$ cat src/rtl/loadq_mp.sv
// rtl/loadq_mp.sv - multi-port load queue: alloc, pipe arbitration, replay backoff, age-based nuke
// Purpose : holds issued loads, arbitrates READY entries into a single memory pipe and tracks
//           completion / replay.  Entry FSM: IDLE -> READY -> INPIPE -> IDLE, with
//           INPIPE -> WAIT -> READY on replay.
// Optional: define LOADQ_MP_AGE_ARB_EN to arbitrate by oldest robid instead of round-robin.
// Ports   : clk, reset (sync, active-low)
//           nuke_valid/nuke_robid       flush given robid and everything younger
//           alloc_valid/ldqid/robid/pdst/src1/src2   NUM_ALLOC packed alloc ports
//           pipe_req/_ldqid/_robid/_pdst/_vaddr      current arbitration winner
//           pipe_gnt                    pipe accepts the current request
//           rsp_valid/rsp_ldqid/rsp_replay           pipe result (complete or replay)
//           idle/full/num_valid         occupancy of registered state
module loadq_mp #(
    parameter int NUM_ENTRIES  = 8,
    parameter int NUM_ALLOC    = 2,
    parameter int ROBID_W      = 6,
    parameter int PDST_W       = 6,
    parameter int VA_W         = 32,
    parameter int REPLAY_DELAY = 4,
    localparam int LDQ_W       = $clog2(NUM_ENTRIES)
) (
    input  logic                         clk,
    input  logic                         reset,
    input  logic                         nuke_valid,
    input  logic [ROBID_W-1:0]           nuke_robid,
    input  logic [NUM_ALLOC-1:0]         alloc_valid,
    input  logic [NUM_ALLOC*LDQ_W-1:0]   alloc_ldqid,
    input  logic [NUM_ALLOC*ROBID_W-1:0] alloc_robid,
    input  logic [NUM_ALLOC*PDST_W-1:0]  alloc_pdst,
    input  logic [NUM_ALLOC*VA_W-1:0]    alloc_src1,
    input  logic [NUM_ALLOC*VA_W-1:0]    alloc_src2,
    output logic                         pipe_req,
    output logic [LDQ_W-1:0]             pipe_req_ldqid,
    output logic [ROBID_W-1:0]           pipe_req_robid,
    output logic [PDST_W-1:0]            pipe_req_pdst,
    output logic [VA_W-1:0]              pipe_req_vaddr,
    input  logic                         pipe_gnt,
    input  logic                         rsp_valid,
    input  logic [LDQ_W-1:0]             rsp_ldqid,
    input  logic                         rsp_replay,
    output logic                         idle,
    output logic                         full,
    output logic [LDQ_W:0]               num_valid
);

    localparam int CNT_W = (REPLAY_DELAY > 1) ? $clog2(REPLAY_DELAY) : 1;
    localparam logic [CNT_W-1:0] CNT_INIT = CNT_W'((REPLAY_DELAY > 0) ? REPLAY_DELAY - 1 : 0);

    typedef enum logic [1:0] {S_IDLE, S_READY, S_INPIPE, S_WAIT} state_e;

    state_e             state_q [NUM_ENTRIES];
    state_e             state_d [NUM_ENTRIES];
    logic [CNT_W-1:0]   cnt_q   [NUM_ENTRIES];
    logic [CNT_W-1:0]   cnt_d   [NUM_ENTRIES];
    logic [ROBID_W-1:0] robid_q [NUM_ENTRIES];
    logic [ROBID_W-1:0] robid_d [NUM_ENTRIES];
    logic [PDST_W-1:0]  pdst_q  [NUM_ENTRIES];
    logic [PDST_W-1:0]  pdst_d  [NUM_ENTRIES];
    logic [VA_W-1:0]    vaddr_q [NUM_ENTRIES];
    logic [VA_W-1:0]    vaddr_d [NUM_ENTRIES];

    logic               arb_valid;
    logic [LDQ_W-1:0]   arb_idx;

    // Wrap-aware: e is the same age as or younger than n when (e - n) has a clear MSB.
    function automatic logic is_flushed(input logic [ROBID_W-1:0] e, input logic [ROBID_W-1:0] n);
        logic [ROBID_W-1:0] diff;
        diff = e - n;
        return ~diff[ROBID_W-1];
    endfunction

`ifdef LOADQ_MP_AGE_ARB_EN
    // Oldest READY robid wins; strict compare keeps the lowest ldqid on ties.
    always_comb begin
        logic [ROBID_W-1:0] best_robid;
        best_robid = '0;
        arb_valid  = 1'b0;
        arb_idx    = '0;
        for (int i = 0; i < NUM_ENTRIES; i++) begin
            if (state_q[i] == S_READY && (!arb_valid || !is_flushed(robid_q[i], best_robid))) begin
                arb_valid  = 1'b1;
                arb_idx    = LDQ_W'(i);
                best_robid = robid_q[i];
            end
        end
    end
`else
    logic [LDQ_W-1:0] rr_q;
    logic [LDQ_W-1:0] rr_d;

    always_comb begin
        logic [LDQ_W-1:0] idx;
        idx       = '0;
        arb_valid = 1'b0;
        arb_idx   = '0;
        for (int k = 0; k < NUM_ENTRIES; k++) begin
            idx = LDQ_W'((int'(rr_q) + k) % NUM_ENTRIES);
            if (!arb_valid && state_q[idx] == S_READY) begin
                arb_valid = 1'b1;
                arb_idx   = idx;
            end
        end
    end

    always_comb begin
        rr_d = rr_q;
        if (pipe_gnt && arb_valid) begin
            rr_d = (arb_idx == LDQ_W'(NUM_ENTRIES - 1)) ? '0 : arb_idx + 1'b1;
        end
    end

    always_ff @(posedge clk) begin
        if (!reset) rr_q <= '0;
        else        rr_q <= rr_d;
    end
`endif

    // State register
    always_ff @(posedge clk) begin
        for (int i = 0; i < NUM_ENTRIES; i++) begin
            if (!reset) begin
                state_q[i] <= S_IDLE;
                cnt_q[i]   <= '0;
                robid_q[i] <= '0;
                pdst_q[i]  <= '0;
                vaddr_q[i] <= '0;
            end else begin
                state_q[i] <= state_d[i];
                cnt_q[i]   <= cnt_d[i];
                robid_q[i] <= robid_d[i];
                pdst_q[i]  <= pdst_d[i];
                vaddr_q[i] <= vaddr_d[i];
            end
        end
    end

    // Next-state: normal transitions, then nuke overrides them, then allocs land on top.
    always_comb begin
        logic [LDQ_W-1:0]   a_idx;
        logic [ROBID_W-1:0] a_robid;
        a_idx   = '0;
        a_robid = '0;
        for (int i = 0; i < NUM_ENTRIES; i++) begin
            state_d[i] = state_q[i];
            cnt_d[i]   = cnt_q[i];
            robid_d[i] = robid_q[i];
            pdst_d[i]  = pdst_q[i];
            vaddr_d[i] = vaddr_q[i];
            case (state_q[i])
                S_READY: begin
                    if (pipe_gnt && arb_valid && arb_idx == LDQ_W'(i)) state_d[i] = S_INPIPE;
                end
                S_INPIPE: begin
                    if (rsp_valid && rsp_ldqid == LDQ_W'(i)) begin
                        if (!rsp_replay) begin
                            state_d[i] = S_IDLE;
                        end else if (REPLAY_DELAY == 0) begin
                            state_d[i] = S_READY;
                        end else begin
                            state_d[i] = S_WAIT;
                            cnt_d[i]   = CNT_INIT;
                        end
                    end
                end
                S_WAIT: begin
                    if (cnt_q[i] == '0) state_d[i] = S_READY;
                    else                cnt_d[i]   = cnt_q[i] - 1'b1;
                end
                default: ;
            endcase
            if (nuke_valid && is_flushed(robid_q[i], nuke_robid)) state_d[i] = S_IDLE;
        end
        // Ascending port order: a later port targeting the same entry overwrites an earlier one.
        for (int p = 0; p < NUM_ALLOC; p++) begin
            a_idx   = alloc_ldqid[p*LDQ_W +: LDQ_W];
            a_robid = alloc_robid[p*ROBID_W +: ROBID_W];
            if (alloc_valid[p] && !(nuke_valid && is_flushed(a_robid, nuke_robid))) begin
                state_d[a_idx] = S_READY;
                cnt_d[a_idx]   = '0;
                robid_d[a_idx] = a_robid;
                pdst_d[a_idx]  = alloc_pdst[p*PDST_W +: PDST_W];
                vaddr_d[a_idx] = alloc_src1[p*VA_W +: VA_W] + alloc_src2[p*VA_W +: VA_W];
            end
        end
    end

    // Outputs
    always_comb begin
        num_valid = '0;
        for (int i = 0; i < NUM_ENTRIES; i++) begin
            if (state_q[i] != S_IDLE) num_valid = num_valid + 1'b1;
        end
        idle           = (num_valid == '0);
        full           = (num_valid == (LDQ_W+1)'(NUM_ENTRIES));
        pipe_req       = arb_valid;
        pipe_req_ldqid = arb_valid ? arb_idx          : '0;
        pipe_req_robid = arb_valid ? robid_q[arb_idx] : '0;
        pipe_req_pdst  = arb_valid ? pdst_q[arb_idx]  : '0;
        pipe_req_vaddr = arb_valid ? vaddr_q[arb_idx] : '0;
    end

`ifndef SYNTHESIS
    always_ff @(posedge clk) begin
        if (reset) begin
            for (int p = 0; p < NUM_ALLOC; p++) begin
                if (alloc_valid[p]) begin
                    assert (state_q[alloc_ldqid[p*LDQ_W +: LDQ_W]] == S_IDLE)
                        else $error("loadq_mp: alloc to busy entry on port %0d", p);
                    for (int r = p + 1; r < NUM_ALLOC; r++) begin
                        assert (!(alloc_valid[r] && alloc_ldqid[r*LDQ_W +: LDQ_W] == alloc_ldqid[p*LDQ_W +: LDQ_W]))
                            else $error("loadq_mp: ports %0d and %0d alloc the same entry", p, r);
                    end
                end
            end
        end
    end
`endif

endmodule
$ cat config.mk
export PLATFORM = sky130hd
export DESIGN_NAME = loadq_mp
export DESIGN_NICKNAME = d
export VERILOG_FILES = /design/src/rtl/loadq_mp.sv
export SDC_FILE = /design/constraint.sdc
export NUM_CORES = 1
export LEC_CHECK = 0
export CAP_MARGIN = 20
export CORE_MARGIN = 1.5
export CORE_UTILIZATION = 45
export CTS_BUF_LIST = sky130_fd_sc_hd__clkbuf_2 sky130_fd_sc_hd__clkbuf_4 sky130_fd_sc_hd__clkbuf_8
export CTS_CLUSTER_SIZE = 12
export DETAILED_ROUTE_END_ITERATION = 7
export HOLD_SLACK_MARGIN = 0.15
export MAX_ROUTING_LAYER = met4
export PLACE_DENSITY_LB_ADDON = 0.25
export SLEW_MARGIN = 15
export SYNTH_ARGS = -nofsm -noshare
export SYNTH_HDL_FRONTEND = slang
export SYNTH_SLANG_ARGS = --single-unit
$ cat constraint.sdc
create_clock -name clk -period 6.37 [get_ports clk]
set_clock_uncertainty 0.2 [all_clocks]
set_input_delay 0.9555 -clock clk [delete_from_list [all_inputs] [get_ports clk]]
set_output_delay 0.9555 -clock clk [all_outputs]
set_load 0.01 [all_outputs]
After elaboration in Yosys (flattened, before gate mapping)
Memories as Yosys holds them, arrays and structs flattened. A register that Yosys moved wholly into a read port is not among the register bits.
Cells that the tools add are included.
Storage, ports and cells
  RAM bits: 384
  input bits: 175
  output and inout bits: 54
  register bits after elaboration: 3
  memories kept: 5
Operators by class
  reduce and logical (&&, ||, !) cells: 66
  $add $sub $neg: 35
  bitwise logic cells: 62
  multiplexer cells: 174
  equal/unequal tests: 47
  $lt $le $gt $ge: 4
Memory list
  vaddr_q: depth 8, width 32, read ports 9, clocked after memory_dff 0, wr ports 8, RTL line 59  | logic [VA_W-1:0] vaddr_q [NUM_ENTRIES];
  pdst_q: depth 8, width 6, read ports 9, clocked after memory_dff 0, wr ports 8, RTL line 57  | logic [PDST_W-1:0] pdst_q [NUM_ENTRIES];
  robid_q: depth 8, width 6, read ports 9, clocked after memory_dff 0, wr ports 8, RTL line 55  | logic [ROBID_W-1:0] robid_q [NUM_ENTRIES];
  cnt_q: depth 8, width 2, read ports 8, clocked after memory_dff 0, wr ports 8, RTL line 53  | logic [CNT_W-1:0] cnt_q [NUM_ENTRIES];
  state_q: depth 8, width 2, read ports 16, clocked after memory_dff 1, wr ports 8, RTL line 51  | state_e state_q [NUM_ENTRIES];
Operators with widths (number)
  $bwmux W256: 2
  $mux W256: 2
  $mux W32: 11
  $bwmux W48: 4
  $demux W32 S3: 2
  $mux W48: 4
  $mux W2: 75
  $mux W6: 20
  $add A32 B32 Y32: 2
  $mux W16: 4
  $sub A6 B6 Y6: 10
  $pmux W2 S3: 8
  $or A1 B1 Y1: 40
  $logic_and A1 B1 Y1: 38
  $demux W6 S3: 2
  $mux W3: 12
  $and A16 B16 Y16: 2
  $eq A2 B1 Y1 const B: 16
  $eq A2 B2 Y1 const B: 16
  $not A16 Y16: 2
  $pmux W2 S2: 8
  $add A4 B1 Y4 const B: 7
  $mux W4: 7
  $eq A3 B3 Y1 const B: 8
  21 further kinds: 86

Logic depth before layout (Yosys ltp)
Gate-level depths: netlist (run 1).
  word-level depth: 33
  mapped depth: 23
  mapped depth without buffers: 23

Least setup slack after synthesis (run 1)
OpenSTA, ideal clock, no wires.
  kind: register to output
  start: memory state_q[1][0] (netlist name)
  end: output port idle
  path slack: 656 ps
  data required time: 5214 ps
  stages on the path, launching flop included: 22
  arrival: 4558 ps
  path through: dfxtp_1 -> or2_2 -> ha_1 -> or3_1 -> and2_1 -> ha_1 -> o21a_1 -> a31oi_1 -> inv_1 -> ha_1 -> nor2_1 -> a21oi_1 -> ha_1 -> mux2i_1 -> inv_1 -> ha_1 -> o21ai_0 -> inv_1 -> ha_1 -> or3_1 -> a21oi_1 -> nor2b_1
RTL lines
  start: declaration: RTL line 51
  end: declaration: RTL line 41  | output logic idle,

Final worst setup path (run 1)
  start: register rr_q[1]
  end: output port pipe_req_vaddr[11]
On the way
  word-level cells in the longest chain between the ends: 25
Ends and longest elaborated chain
  start: declaration: RTL line 88  | logic [LDQ_W-1:0] rr_q;
  start signal: assignment: RTL line 114  | else rr_q <= rr_d;
  $add A3 B1 Y3: RTL line 97  | idx = LDQ_W'((int'(rr_q) + k) % NUM_ENTRIES);
  $mem_v2 Z8 W2
  $eq A2 B1 Y1: RTL line 98  | if (!arb_valid && state_q[idx] == S_READY) begin
  $logic_and A1 B1 Y1: RTL line 98
  $mux W1: RTL line 98
  $logic_not A1 Y1: RTL line 98
  $logic_and A1 B1 Y1: RTL line 98
  $mux W1: RTL line 98
  (+9 left out)
  $logic_not A1 Y1: RTL line 98
  $logic_and A1 B1 Y1: RTL line 98
  $mux W1: RTL line 98
  $logic_not A1 Y1: RTL line 98
  $logic_and A1 B1 Y1: RTL line 98
  $mux W3: RTL line 98
  $mem_v2 Z8 W32
  $mux W32 (*): RTL line 199  | pipe_req_vaddr = arb_valid ? vaddr_q[arb_idx] : '0;
  end: declaration: RTL line 36  | output logic [VA_W-1:0] pipe_req_vaddr,
Every way passes the cells marked *; elsewhere a longest branch is shown, timed or not.

==> results of run 1 <==
## logic make-up (layout without fill, tap and decap cells)
family / after synthesis / in the layout / share of synthesized area, %
AOI/OAI and AO/OA: 882 / 882 / 25.5
xor gates and xnor gates: 78 / 78 / 2.63
adders and majority gates: 118 / 118 / 5.74
buffers and inverters: 351 / 478 / 5.64
DFF: 390 / 390 / 30.0
muxes: 212 / 212 / 9.39
other: 0 / 3 / 0
and+or+nand+nor: 1262 / 1262 / 21.1
## state kept, by name, indices dropped and copies added, names as in the netlist, named ones only
register	cells
vaddr_q	256
state_q	16
cnt_q	16
robid_q	48
rr_q	3
pdst_q	48
## Yosys cell counts, types with 17 or more instances
cell type,instances,area [um2]
nand2_1,649,2440
dfxtp_1,390,7810
nor2_1,302,1130
clkbuf_1,213,800
a311oi_1,208,1820
a21oi_1,166,831
ha_1,116,1450
mux2_2,98,1100
mux2i_1,98,981
o21ai_0,71,355
nand3_1,64,320
inv_1,55,206
o221ai_1,47,412
a32oi_1,44,385
a21o_1,43,323
and3_1,43,269
o211a_1,42,420
o211ai_1,42,315
xnor2_1,41,359
nor3_1,40,200
a221oi_1,37,324
xor2_1,37,324
nand2b_1,34,213
a211oi_1,32,240
buf_2,27,135
a31oi_1,24,150
clkbuf_2,23,115
nor2b_1,22,138
or3_1,20,125
a22oi_1,19,143
buf_1,18,67.6
nand4_1,17,106
## final timing paths
check                                             start                        to  slack, ns  cells after the start
worst min register to register  pdst_q[1][5]$_SDFF_PN0_   pdst_q[1][5]$_SDFF_PN0_       0.28                      2
worst min-delay path            pdst_q[1][5]$_SDFF_PN0_   pdst_q[1][5]$_SDFF_PN0_       0.28                      2
worst max register to register     rr_q[1]$_SDFFE_PN0P_  state_q[7][0]$_SDFF_PN0_       2.07                     15
worst max-delay path               rr_q[1]$_SDFFE_PN0P_        pipe_req_vaddr[11]       0.20                     14
## final cells by class
class	count	area, um2
Inverter	58	225
Clock buffer	97	1240
Tap cell	756	946
Timing Repair Buffer	313	3110
Multi-Input combinational cell	2552	17000
Fill cell	5258	26300
Clock inverter	10	61.3
Sequential cell	390	7810
Antenna cell	3	7.51
## layer usage
layer,GRT usage [%],up-vias,wire (um)
met5,-,-,0
met4,14.3,0,3400
met3,5.86,276,10200
met2,51.1,1644,44100
met1,40.6,13100,39300
li1,-,12300,-
## worst reg2reg max path, stage by stage, from the launching register on
cell	delay (ns)
dfxtp_1	0.32
inv_1	0.16
ha_4	0.39
mux4_2	0.36
mux2_2	0.31
o311a_1	0.35
o311a_1	0.35
o22ai_4	0.16
buf_12	0.18
buf_12	0.28
ha_1	0.25
ha_1	0.19
inv_1	0.07
o31ai_1	0.22
a22oi_1	0.10
o31a_1	0.28
## report_power, final
part	switching, uW	internal, uW
Sequential	83.0	2570
Clock	1090	1240
Combinational	2340	1470
Total	3510	5290
## what timing repair did
| action | in CTS | in global routing |
|---|---|---|
| buffers inserted | 2 | 0 |
| setup endpoints to repair | 37 | 33 |
| pin swaps | 5 | 8 |
| resized for setup | 15 | 17 |
| gates cloned | 0 | 0 |
## stage by stage
| stage | hold WS [ns] | worst slack [ns] |
|---|---|---|
| final | 0.281 | 0.198 |
| after global routing | 0.296 | -0.00992 |
| after CTS | 0.280 | 0.00521 |
| after detailed placement | 0.271 | 0.122 |
| after global placement | 0.257 | 0.115 |
| after floorplan | 0.245 | 0.656 |
## cells in the final DEF, fill, tap and decap left out, types with 41 or more instances in the layout
master,netlist,final
ha_1,116,112
nand3_1,64,64
o221ai_1,47,46
dfxtp_1,390,390
and3_1,43,42
a21o_1,43,43
mux2_2,98,98
buf_4,1,68
a32oi_1,44,44
o21ai_0,71,70
nand2_1,649,647
a21oi_1,166,164
clkdlybuf4s50_1,0,223
nor2_1,302,302
mux2i_1,98,98
xnor2_1,41,41
inv_1,55,54
a311oi_1,208,208
o211ai_1,42,42
o211a_1,42,42
clkbuf_8,0,82
==> qor.yml, run 1 <==
routing:
  drc: 0
  final_antenna_net_count: 0
  drt-wirelength-per-cell_um: 23.2
  drt_wl_total_mm: 96.9
  firstDrtPassIters: 6
  vias_per_cell: 6.55
  vias: 27400
  first_iter_violations: 2959
critical_path:
  crit_path_start_kind: "flop"
  crit_buf_inv: 5
  slowest_stage: "clkdlybuf4s50_1"
  crit_arrival_ns: 5.02
  crit_chain: "inv_1 > ha_4 > mux4_2 > mux2_2 > o311a_1 > o311a_1 > o22ai_4 > buf_12 > buf_12 > buf_12 > mux2_2 > a32oi_1 > o221ai_1 > clkdlybuf4s50_1"
  cpPeakStageDelay_ns: 0.54
  required_ns: 5.21
  critical_path.top_delay_family: "compound AO/OA/AOI/OAI gates"
  crit_top_cell: "buf_12"
  crit_fanout: 21
  path_class: "flop to primary output"
  endpoint_kind: "primary output"
synth:
  ys.flop_type: "dfxtp_1"
  synth_edf_count: 0
  async_flop_share_pct: 0
  synth_area_per_cell_um2: 7.89
  ys_warn_count: 0
  synthDistinctLibCells: 88
  synth_seq_area_share_pct: 30.0
  syn-num-nets: 3586
  synth_area_um2: 26000
  ys_ff_latch: 390
  syn_inst: 3293
floorplanning:
  die_h_um: 243
  ioPinCount: 229
  start_util_pct: 45.8
  core-area_um2: 56700
  fp.dieW_um: 243
  num_rows: 87
  die_area_um2: 59200
placed_design:
  dp_hpwl_mm: 62.0
  portBuffers: 228
  place_area_um2: 28800
  dp.cells: 4060
  place.gp.congestion: 0.885
cts:
  cts_tree: "yes"
  clock-sinks: 390
  numCtsBuffers: 69
  htree_levels: 3
  cts_hold_buf: 0
  clock_latency_ns: 0.66
  cts_buffer_depth: 3
  cts.clk_slew.worst_paths_ns: 0.06
  root_buffer: "clkbuf_8"
sta:
  fmax_ghz: 0.162
  setup_viol: 0
  rsz0062_at_grt: "yes"
  slew_violations: 0
  hold_viol: 0
  min_period_ns: 6.17
  maxSlewHeadroom_pct: 21.8
  worst_pin_slew_ns: 1.17
  period_share_pct: 96.9
  timing.setup.tns_ns: 0
global_route:
  antenna_found_initial: 3
  grt_first_pass_wirelength_mm: 150
  grt-ovfl-total: 0
  grt_max_degree: 109
  grt_pass1_vias: 26800
  track_usage_pct: 32.5
power:
  leakage_uw: 0.0115
  finalPower_uw: 8800
  ir_drop_uv: 363
  power_density_nw_per_um2: 290
status:
  status: "completed"
cells_and_area:
  stdcell_area_um2: 30400
  area_growth_pct: 16.8
  instances_no_fill: 4179
  post-route-util_pct: 53.6
  nets: 3677
  drive_above_1_share_pct: 10.9
run:
  maxCapViolations: 0
hold_path:
  hp-class: "flop to flop"
(Power assumes the default switching activity.)
==> inputs of run 2 (changes only) <==
CORE_UTILIZATION = 31   (was 45)
SETUP_SLACK_MARGIN = 0.1   (was not set)
==> run 2 against run 1 <==
Against the previous run: first-iteration DRC count down 21%; critical path type unchanged; clock power increased by 12%; largest power group unchanged; core utilization fell by 16 points; register-to-register slack worse by 0.03 ns.
==> qor.yml, run 2 (synthesized netlist as in run 1, its figures left out) <==
status:
  status: "completed"
cts:
  cts_tree: "yes"
  numCtsBuffers: 71  # +2.9%
  cts_hold_buf: 0  # unchanged
  clock-sinks: 390  # unchanged
  htree_levels: 3  # unchanged
  root_buffer: "clkbuf_8"
  clock_latency_ns: 0.68  # +0.02 ns
  cts_buffer_depth: 3  # unchanged
  cts.clk_slew.worst_paths_ns: 0.06  # about the same
cells_and_area:
  top_register: "vaddr_q"
  fillCellCount: 8526  # +62%
  post-route-util_pct: 37.4  # -16 points
  reg_top3: "vaddr_q: 256 flops, pdst_q: 48 flops, robid_q: 48 flops"
  seq_area_um2: 7810  # about the same
  largest_reg_flops: 256  # unchanged
  nets: 3684  # +0.19%
  drive_above_1_share_pct: 11.9  # +1.0 points
  layout_commonest_cell: "nand2_1"
  area_growth_pct: 19.7
  multi_input_comb_area_um2: 17000  # +0.41%
  final_cell_mix: "nand2_1, dfxtp_1, nor2_1, clkdlybuf4s50_1, a311oi_1"
global_route:
  grt-ovfl-total: 0  # unchanged
  grt_first_pass_wirelength_mm: 153  # +2.2%
  antenna_found_initial: 4  # +1
  grt_pass1_vias: 24200  # -9.6%
  track_usage_pct: 23.5  # -9.0 points
  grt_max_degree: 183  # +68%
floorplanning:
  ioPinCount: 229  # unchanged
  fp.dieW_um: 293  # +20%
  die_h_um: 293  # +20%
  num_rows: 106  # +22%
  core-area_um2: 83300  # +47%
  die_area_um2: 85600  # +45%
  start_util_pct: 31.2  # -15 points
critical_path:
  crit_fanout: 40  # +90%
  slowest_stage: "mux4_2"
  crit_arrival_ns: 5.09  # +0.07 ns
  crit_chain: "nand2b_1 > mux4_2 > mux2_2 > o311a_1 > o311a_1 > o22ai_4 > buf_12 > buf_16 > mux2_2 > a32oi_1 > o221ai_1 > clkdlybuf4s50_1"
  endpoint_kind: "primary output"
  path_class: "flop to primary output"
  crit_path_start_kind: "flop"
  required_ns: 5.21  # about the same
  cpPeakStageDelay_ns: 0.54  # about the same
  r2r_cells: 13  # -2
run:
  maxCapViolations: 0  # unchanged
sta:
  period_share_pct: 98.0  # +1.1 points
  timing.setup.tns_ns: 0  # unchanged
  setup_viol: 0  # unchanged
  rsz0062_at_grt: "yes"
  min_period_ns: 6.24  # +0.0694 ns
  worst_pin_slew_ns: 1.22  # +0.0448 ns
  maxSlewHeadroom_pct: 18.3  # -3.5 points
  slew_violations: 0  # unchanged
  fmax_ghz: 0.160  # -1.1%
  hold_viol: 0  # unchanged
routing:
  drc: 0  # unchanged
  drt_wl_total_mm: 102  # +5.3%
  drt-wirelength-per-cell_um: 22.5  # -2.8%
  vias: 26200  # -4.3%
  first_iter_violations: 2351  # -21%
  firstDrtPassIters: 5  # -1
  vias_per_cell: 5.79  # -12%
  final_antenna_net_count: 0  # unchanged
hold_path:
  holdPathStages: 2  # unchanged
  hp-class: "flop to flop"
placed_design:
  dp_hpwl_mm: 65.6  # +5.7%
  place.gp.congestion: 0.856  # -3.3%
  portBuffers: 228  # unchanged
power:
  leakage_uw: 0.0117  # +1.3%
  ir_drop_uv: 534  # +47%
  power_density_nw_per_um2: 294  # +1.7%
-- run 2: cell count changes in the layout (fill, tap and decap cells not counted), moves of 3 or more --
cell,change
buf_4,+5
o221ai_2,+5
o221ai_1,-5
clkinv_2,+4
inv_6,+3
clkbuf_8,+8
clkbuf_4,+5
-- run 2: report_power, final --
group,total (uW),internal (uW),switching (uW)
registers,2650,2570,80.0
clock network,2600,1430,1170
logic,3910,1500,2410
total,9160,5510,3660
-- run 2: per-stage QoR --
step | hold WS [ns] | instance area (um2) | total power (uW) | std cells | setup WS (ns)
after floorplan | 0.245 | 26000 | 5040 | 3293 | 0.656
after global placement | 0.260 | 29300 | 6410 | 4388 | 0.0173
after detailed placement | 0.265 | 29300 | 6420 | 4388 | 0.0775
after CTS | 0.275 | 30900 | 9040 | 4517 | 0.0542
after global routing | 0.291 | 31100 | 9530 | 4528 | 0.0366
final | 0.278 | 31100 | 9160 | 4528 | 0.128
-- run 2: path summary, 6_finish.rpt --
kind	from	slack (ns)	endpoint
setup / recovery	state_q[4][0]$_SDFF_PN0_	0.13	pipe_req_pdst[5]
hold / removal	vaddr_q[0][9]$_SDFF_PN0_	0.28	vaddr_q[0][9]$_SDFF_PN0_
setup reg to reg	state_q[4][0]$_SDFF_PN0_	2.04	state_q[7][0]$_SDFF_PN0_
hold reg to reg	vaddr_q[0][9]$_SDFF_PN0_	0.28	vaddr_q[0][9]$_SDFF_PN0_
-- run 2: layout make-up --
type	count	share of cell area, %
Multi-Input combinational cell	2552	54.8
Inverter	58	0.732
Clock buffer	109	4.44
Clock inverter	18	0.442
Sequential cell	390	25.1
Antenna cell	3	0.0241
Tap cell	1080	4.34
Timing Repair Buffer	318	10.2
-- run 2: repair_timing --
action | in CTS | in global routing
setup buffers | 2 | 6
hold endpoints to repair | 0 | 0
setup endpoints to repair | 33 | 32
gates resized for setup | 21 | 28
cloned | 0 | 1
pin swaps | 7 | 9
-- run 2: worst max-delay path: cells and delay by family, from the launching register on --
family	cells	cell delay (ns)
AO/OA/AOI/OAI	5	1.39
buffers and inverters	3	1.01
flip-flops	1	0.53
AND/OR/NAND/NOR	1	0.19
multiplexers	3	1.23
-- run 2: layer usage --
layer | global-route usage, % | part of all wire (%) | vias to the layer above
met2 | 36.5 | 45 | 1102
met3 | 2.97 | 6.8 | 129
li1 | - | - | 12400
met5 | - | 0 | -
met1 | 32.2 | 46 | 12600
met4 | 6.22 | 2.1 | 0
